## config.mk

```make
export PLATFORM = sky130hd
export DESIGN_NAME = arith_pipe_hs
export DESIGN_NICKNAME = d
export VERILOG_FILES = /design/src/rtl/arith_pipe_pkg.sv /design/src/rtl/pipe_stage_ctl.sv /design/src/rtl/arith_pipe_hs.sv
export SDC_FILE = /design/constraint.sdc
export NUM_CORES = 1
export LEC_CHECK = 0
export ABC_AREA = 0
export CAP_MARGIN = 10
export CELL_PAD_IN_SITES_DETAIL_PLACEMENT = 1
export CELL_PAD_IN_SITES_GLOBAL_PLACEMENT = 1
export CORE_MARGIN = 1
export CORE_UTILIZATION = 40
export DETAILED_ROUTE_END_ITERATION = 8
export DONT_BUFFER_PORTS = 1
export PLACE_DENSITY = 0.63
export REMOVE_ABC_BUFFERS = 1
export SYNTH_ARGS = -nofsm -noshare
export SYNTH_HDL_FRONTEND = slang
export SYNTH_SLANG_ARGS = --single-unit
```

## constraint.sdc

```tcl
create_clock -name clk -period 6.56 [get_ports clk]
set_input_delay 0.328 -clock clk [delete_from_list [all_inputs] [get_ports clk]]
set_output_delay 0.328 -clock clk [all_outputs]
set_load 0.005 [all_outputs]
```

## src/rtl/arith_pipe_pkg.sv

```systemverilog
// Shared constants and width helpers for the handshaked arithmetic pipeline.
package arith_pipe_pkg;

   localparam logic OP_ADD = 1'b0;
   localparam logic OP_SUB = 1'b1;

   // S1 sum / difference width
   function automatic int sum_w(input int n);
      return n + 1;
   endfunction

   // Nominal S2 width; the top adds one guard bit because s+t can reach 3*(2^N-1)
   function automatic int mid_w(input int n);
      return n + 2;
   endfunction

endpackage

```

## src/rtl/pipe_stage_ctl.sv

```systemverilog
// Per-stage valid flop and advance logic for the arith_pipe_hs pipeline.
module pipe_stage_ctl (
   input  logic clk,
   input  logic rst,
   input  logic flush,
   input  logic v_in,
   input  logic adv_next,
   output logic v,
   output logic adv
);

   logic v_q, v_d;

   // A stage may take new data when it is empty or its contents move on
   assign adv = !v_q | adv_next;
   assign v   = v_q;

   always_comb begin
      v_d = v_q;
      if (flush)
         v_d = 1'b0;
      else if (adv)
         v_d = v_in;
   end

   always_ff @(posedge clk or posedge rst) begin
      if (rst)
         v_q <= 1'b0;
      else
         v_q <= v_d;
   end

endmodule

```

## src/rtl/arith_pipe_hs.sv

```systemverilog
// Three-stage F = ((A+B) op (C-D)) * D pipeline with valid/ready handshaking.
// Optional accepted-result counter on out_cnt when ARITH_PIPE_CNT_EN is defined.
module arith_pipe_hs
   import arith_pipe_pkg::*;
#(
   parameter int N     = 10,
   parameter int OUT_W = 2*N+2
) (
   input  logic             clk,
   input  logic             rst,
   input  logic             flush,
   input  logic             in_valid,
   output logic             in_ready,
   input  logic             in_op,
   input  logic [N-1:0]     in_a,
   input  logic [N-1:0]     in_b,
   input  logic [N-1:0]     in_c,
   input  logic [N-1:0]     in_d,
   output logic             out_valid,
   input  logic             out_ready,
`ifdef ARITH_PIPE_CNT_EN
   output logic [31:0]      out_cnt,
`endif
   output logic [OUT_W-1:0] out_f
);

   localparam int SUM_W = sum_w(N);
   localparam int XW    = mid_w(N) + 1;

   // Handshake: a beat moves when valid && ready on the same rising edge; a
   // stage holds data and valid while blocked, and ready never depends on the
   // same-side valid, only on downstream state, out_ready and flush.
   logic v1, v2, v3, adv1, adv2, adv3;

   pipe_stage_ctl u_ctl1 (.clk(clk), .rst(rst), .flush(flush), .v_in(in_valid),
                          .adv_next(adv2), .v(v1), .adv(adv1));
   pipe_stage_ctl u_ctl2 (.clk(clk), .rst(rst), .flush(flush), .v_in(v1),
                          .adv_next(adv3), .v(v2), .adv(adv2));
   pipe_stage_ctl u_ctl3 (.clk(clk), .rst(rst), .flush(flush), .v_in(v2),
                          .adv_next(out_ready), .v(v3), .adv(adv3));

   assign in_ready  = adv1 & !flush;
   assign out_valid = v3;

   logic [SUM_W-1:0] s_q, s_d, t_q, t_d;
   logic [N-1:0]     d1_q, d1_d, d2_q, d2_d;
   logic             op_q, op_d;
   logic [XW-1:0]    x_q, x_d;
   logic [OUT_W-1:0] f_q, f_d;
   logic [XW-1:0]    s_ext, t_ext;
   logic signed [OUT_W-1:0] x_sx, d_sx;

   // Data loads only with a valid beat, so out_f keeps its last result when idle
   logic en1, en2, en3;
   assign en1 = adv1 & in_valid & !flush;
   assign en2 = adv2 & v1 & !flush;
   assign en3 = adv3 & v2 & !flush;

   always_comb begin
      s_d   = s_q;
      t_d   = t_q;
      d1_d  = d1_q;
      op_d  = op_q;
      x_d   = x_q;
      d2_d  = d2_q;
      f_d   = f_q;
      s_ext = {2'b00, s_q};
      t_ext = {{2{t_q[SUM_W-1]}}, t_q};
      x_sx  = $signed({{(OUT_W-XW){x_q[XW-1]}}, x_q});
      d_sx  = $signed({{(OUT_W-N){1'b0}}, d2_q});
      if (en1) begin
         s_d  = {1'b0, in_a} + {1'b0, in_b};
         t_d  = {1'b0, in_c} - {1'b0, in_d};
         d1_d = in_d;
         op_d = in_op;
      end
      if (en2) begin
         x_d  = (op_q == OP_SUB) ? (s_ext - t_ext) : (s_ext + t_ext);
         d2_d = d1_q;
      end
      if (en3)
         f_d = x_sx * d_sx;
   end

   always_ff @(posedge clk or posedge rst) begin
      if (rst) begin
         s_q  <= '0;
         t_q  <= '0;
         d1_q <= '0;
         op_q <= 1'b0;
         x_q  <= '0;
         d2_q <= '0;
         f_q  <= '0;
      end else begin
         s_q  <= s_d;
         t_q  <= t_d;
         d1_q <= d1_d;
         op_q <= op_d;
         x_q  <= x_d;
         d2_q <= d2_d;
         f_q  <= f_d;
      end
   end

   assign out_f = f_q;

`ifdef ARITH_PIPE_CNT_EN
   logic [31:0] cnt_q, cnt_d;

   // Counts consumer-side transfers; flush leaves it alone, wraps naturally
   always_comb begin
      cnt_d = cnt_q + 32'(out_valid & out_ready);
   end

   always_ff @(posedge clk or posedge rst) begin
      if (rst)
         cnt_q <= '0;
      else
         cnt_q <= cnt_d;
   end

   assign out_cnt = cnt_q;
`endif

endmodule

```

### Yosys cells after proc, flatten, opt, wreduce, memory -nomap -nowiden

Cells that the tools add are included.

* $add $sub $neg: 4
* $mul: 1
* div/mod/pow operators: 0
* order comparisons: 0
* equality and inequality tests: 0
* shifts and indexed selects: 0
* multiplexer cells: 7
* bitwise operators: 10
* reductions and logical operators: 7

Operators by type and width (count)
* $mul 13x11->22: 1
* $add 12x11->13: 1
* $mux 13: 1
* $sub 12x11->13: 1
* $add 10x10->11: 1
* $sub 10x10->11: 1
* $and 1x1->1: 7
* $mux 1: 6
* $reduce_bool 2->1: 3
* $logic_not 1->1: 4
* $or 1x1->1: 3

* bits in registers: 81
* bits in latches: 0
* RAM bits: 0
* bits in read-only memories: 0
* input port bits: 46
* output and inout bits: 24
* word-level logic and storage cells: 39
* memories kept: 0

### Logic depth before layout (Yosys ltp)

* depth after elaboration: 6
* depth in mapped cells: 20
* mapped depth without buffers: 19

### By module

From an unflattened synthesis, not the netlist that was laid out.

* cell total of the unflattened synthesis: 1027
* area, all modules: 9316.4 um^2

Modules (own cells, without submodules)
* arith_pipe_hs: instances 1, cells each 1012, area an instance 9151.3 um^2, seq. area each 1951.9 um^2
* pipe_stage_ctl: instances 3, cells each 5, area an instance 55.1 um^2, seq. area each 25.0 um^2

### Least setup slack after synthesis

Ideal clock, no wire load.

* path kind: register to register
* from: register d2_q[2]
* to: register f_q[20] (netlist: out_f[20])
* setup time: 133 ps
* arrival: 5072 ps
* data required time: 6427 ps
* setup slack: 1355 ps
* cell stages (with the launch flop): 19
* buffers on the path: 1
* period minus slack after synthesis: 5205 ps
* path through: dfrtp_1 clkbuf_1 nand2_1 fa_1 fa_1 fa_1 inv_1 fa_1 inv_1 fa_1 inv_1 ha_1 a2111oi_2 o21ai_2 a2111oi_4 o311ai_1 a21oi_1 xor2_1 o21ai_1

* cells in the longest elaborated chain, start to end: 1

Ends and longest elaborated chain
* start, declared: RTL line arith_pipe_hs.sv:46 `logic [N-1:0] d1_q, d1_d, d2_q, d2_d;`
* start signal, assigned: RTL line arith_pipe_hs.sv:92 `d2_q <= '0;`
* start signal, assigned: RTL line arith_pipe_hs.sv:100 `d2_q <= d2_d;`
* $mul 13x11->22: RTL line arith_pipe_hs.sv:82 `f_d = x_sx * d_sx;`
* end signal, assigned: RTL line arith_pipe_hs.sv:93 `f_q <= '0;`
* end signal, assigned: RTL line arith_pipe_hs.sv:101 `f_q <= f_d;`
* end, declared: RTL line arith_pipe_hs.sv:49 `logic [OUT_W-1:0] f_q, f_d;`

Every way passes these cells.
A chain may end at the register's enable or synchronous reset.

### Worst setup path after layout

Same ends and word-level chain as after synthesis.

==> results.py <==
metrics = {
    "routing": {
        "detail_route.drc_violations": 0,
        "detail_route.iter0.violations": 177,
        "detailroute.via_count": 6695,
        "routed_wl_um": 20540,
        "drt_pass1_iterations": 4,
        "avgViaCountPerCell": 5.007,
        "drt.antenna.violating_nets": 0,
        "route.detailed.wl_per_inst_um": 15.36,
    },
    "synthesis": {
        "synth.yosys.seq_area_share_pct": 21.56,
        "synth.top_cell.area_share_pct": 24.70,
        "synth.ff_latch_count": 81,
        "synth_area_per_cell_um2": 9.015,
        "synth.distinct_cells": 55,
        "synth_edf_count": 0,
        "synthFlopType": "sky130_fd_sc_hd__dfrtp_1",
        "yosysTopAreaCell": "sky130_fd_sc_hd__fa_1",
        "postSynth.asyncResetShare_pct": 100.0,
        "mappedNetlistArea_mm2": 0.009403,
        "synthesized_netlist_cell_count": 1043,
        "synthTopCellsByArea": "sky130_fd_sc_hd__fa_1 25%, sky130_fd_sc_hd__dfrtp_1 22%, sky130_fd_sc_hd__ha_1 11%, sky130_fd_sc_hd__inv_1 7.4%, sky130_fd_sc_hd__nand2_1 5.7%",
        "yosysWarnings": 0,
    },
    "sta": {
        "worst_hold_slack_ns": 0.02914,
        "max_freq_mhz": 180.7,
        "setup_viol_count_final": 0,
        "worst_clock_skew_ns": 0.01029,
        "final_critical_path_setup_slack_ns": 1.026,
        "layout_min_cycle_time_ns": 5.534,
        "rsz0062_at_grt": "false",
        "tightestPinTransition_ns": 0.7725,
        "setup-tns-final_ns": 0,
        "slew_viol_final": 0,
        "finalHoldViolCount": 0,
        "maxSlewHeadroom_pct": 48.50,
        "tcrit_tclk_final_pct": 84.36,
    },
    "clock_network": {
        "cts-buffers-inserted": 9,
        "root_buffer": "sky130_fd_sc_hd__clkbuf_16",
        "cts_tree": "built",
        "clkSlewWorstSetupHoldPaths_ns": 0.07,
        "cts_post_setup_buffers_inserted": 0,
        "cts_buffer_depth": 2,
        "htree_levels": 3,
        "tritoncts_num_sinks": 81,
        "insertion_delay_ns": 0.35,
    },
    "layout": {
        "most_common_cell_after_layout_fill_and_taps_aside": "sky130_fd_sc_hd__inv_1",
        "nNetsFinal": 1263,
        "layout_common_cells": "185 x sky130_fd_sc_hd__inv_1, 141 x sky130_fd_sc_hd__nand2_1, 116 x sky130_fd_sc_hd__fa_1",
        "final_cells": 1337,
        "final.fill_count": 2679,
        "antenna_diode_count": 0,
        "final_layout_size_suffix_gt1_share_pct": 4.395,
        "syn2layout_area_growth_pct": 6.507,
    },
    "worst_setup_path": {
        "critical_path.max_fanout": 14,
        "crit_type": "flip-flop to flip-flop",
        "setup.reg_to_reg.worst_slack_ns": 1.03,
        "wp_data_arrival_ns": 5.76,
        "startpoint_type": "flip-flop",
        "worst_r2r_path_depth": 17,
        "worst-endpoint-required_ns": 6.79,
        "worstSetupEndpointType": "flip-flop",
    },
    "run_status": {
        "outcome": "completed",
    },
    "global_route": {
        "grt-ovfl-total": 0,
        "global_route_wire_length_before_repair_um": 36040,
        "gr-usage-all-layers_pct": 18.59,
        "grt_antenna_before_repair": 0,
        "grt_start_max_net_pins": 78,
        "first_global_vias": 7210,
    },
    "placed_design": {
        "port_buffers": 0,
        "globalplace.congestion": 0.7858,
        "place_ws_ns": 0.9690,
        "placedCellCount": 1320,
        "dp.final_hpwl_um": 16510,
    },
    "floorplan": {
        "core_area_mm2": 0.02285,
        "num_rows": 55,
        "start_util_pct": 41.16,
        "fp.dieArea_mm2": 0.02412,
        "dieHeight_um": 155.3,
        "boundaryPins": 70,
        "chipWidth_um": 155.3,
    },
    "run": {
        "maxCapViolations": 0,
    },
    "hold_path": {
        "hold_depth": 1,
        "hold_path.class": "input pin to flip-flop",
    },
}
-- synth_stat cells, types with 2 or more instances --
library cell / n
sky130_fd_sc_hd__o221ai_1: 2
sky130_fd_sc_hd__dfrtp_1: 81
sky130_fd_sc_hd__a211oi_1: 11
sky130_fd_sc_hd__o311ai_1: 2
sky130_fd_sc_hd__xnor2_1: 24
sky130_fd_sc_hd__nor2b_1: 7
sky130_fd_sc_hd__nand4_1: 2
sky130_fd_sc_hd__inv_1: 186
sky130_fd_sc_hd__nand2_1: 142
sky130_fd_sc_hd__a21boi_0: 2
sky130_fd_sc_hd__and3_1: 2
sky130_fd_sc_hd__xor2_1: 19
sky130_fd_sc_hd__nor3b_1: 7
sky130_fd_sc_hd__o21ai_0: 53
sky130_fd_sc_hd__nor3_1: 17
sky130_fd_sc_hd__o211ai_1: 2
sky130_fd_sc_hd__a31oi_1: 8
sky130_fd_sc_hd__and2_1: 62
sky130_fd_sc_hd__buf_2: 2
sky130_fd_sc_hd__a21oi_1: 28
sky130_fd_sc_hd__o31ai_1: 14
sky130_fd_sc_hd__or3_1: 2
sky130_fd_sc_hd__ha_1: 82
sky130_fd_sc_hd__nand2b_1: 10
sky130_fd_sc_hd__o21ai_1: 8
sky130_fd_sc_hd__nand3b_1: 3
sky130_fd_sc_hd__nor2_1: 29
sky130_fd_sc_hd__fa_1: 116
sky130_fd_sc_hd__a2111oi_0: 2
sky130_fd_sc_hd__mux2_2: 17
sky130_fd_sc_hd__nor4_1: 2
sky130_fd_sc_hd__or4_1: 2
sky130_fd_sc_hd__o31a_1: 3
sky130_fd_sc_hd__a21boi_1: 2
sky130_fd_sc_hd__a211o_1: 4
sky130_fd_sc_hd__o21a_1: 13
sky130_fd_sc_hd__nor4b_1: 4
sky130_fd_sc_hd__clkbuf_1: 37
sky130_fd_sc_hd__mux2i_1: 2
sky130_fd_sc_hd__nand3_1: 10
sky130_fd_sc_hd__a21o_1: 8
-- per-layer routing --
layer / part of all wire [%] / wire, um / GRT usage [%] / up-vias
li1: - / - / - / 3288
met1: 49 / 10020 / 25.19 / 3304
met2: 48 / 9759 / 31.33 / 84
met3: 2.2 / 460 / 2.201 / 19
met4: 1.4 / 291 / 5.135 / 0
met5: 0 / 0 / 0 / -
-- cells by family after synthesis --
group                      after synthesis  synth area share (%)
xor gates and xnor gates                43                 4.005
AOI/OAI and AO/OA                      170                 11.64
muxes                                   19                 2.249
and+or+nand+nor                        306                 15.89
buffers and inverters                  226                 9.049
adders and majority gates              198                 35.61
DFF                                     81                 21.56
-- timing repair --
item	4_1_cts	5_1_grt
endpoints found under the hold margin	21	0
hold buffers	1	0
resized for setup	0	0
-- layout make-up --
cell class / count / area [um^2] / share of cell area, %
Clock buffer: 11 / 242.7 / 2.424
Clock inverter: 5 / 86.33 / 0.8621
Inverter: 186 / 699.4 / 6.984
Multi-Input combinational cell: 736 / 6528 / 65.18
Sequential cell: 81 / 2027 / 20.24
Tap cell: 313 / 391.6 / 3.911
Timing Repair Buffer: 5 / 40.04 / 0.3998
-- flip-flops by register name, summed over array words and instances, names as in the netlist --
signal,flops
out_f,22
x_q,13
s_q,11
t_q,11
d1_q,10
d2_q,10
op_q,1
u_ctl1.v,1
u_ctl2.v,1
u_ctl3.v,1
-- through the flow --
stage	instance area (um^2)	util (%)
2_1_floorplan	9250	-
3_3_place_gp	9676	42.35
3_5_place_dp	9676	42.35
4_1_cts	10010	43.83
5_1_grt	10010	43.83
6_report	10010	43.83
-- critical path: stages, from the launching register on --
cell and delay [ns]:
sky130_fd_sc_hd__dfrtp_1 0.62, sky130_fd_sc_hd__nand2_1 0.15, sky130_fd_sc_hd__fa_1 0.58, sky130_fd_sc_hd__fa_1 0.47, sky130_fd_sc_hd__fa_1 0.55, sky130_fd_sc_hd__inv_1 0.05
sky130_fd_sc_hd__fa_1 0.47, sky130_fd_sc_hd__inv_1 0.05, sky130_fd_sc_hd__fa_1 0.47, sky130_fd_sc_hd__inv_1 0.04, sky130_fd_sc_hd__ha_1 0.36, sky130_fd_sc_hd__a2111oi_2 0.42
sky130_fd_sc_hd__o21ai_2 0.17, sky130_fd_sc_hd__a2111oi_4 0.42, sky130_fd_sc_hd__o311ai_1 0.17, sky130_fd_sc_hd__a21oi_1 0.19, sky130_fd_sc_hd__xor2_1 0.16, sky130_fd_sc_hd__o21ai_1 0.07
-- path summary, 6_finish.rpt --
kind                            startpoint         to
worst max-delay path               d2_q[2]  out_f[20]
worst min-delay path                 flush   u_ctl2.v
worst max register to register     d2_q[2]  out_f[20]
worst min register to register     d1_q[7]    d1_q[7]
max in group asynchronous              rst     t_q[4]
min in group asynchronous              rst   out_f[5]
Power is not shown: default switching activity piles up to over one toggle a cycle in this logic, so the estimate is an artifact.
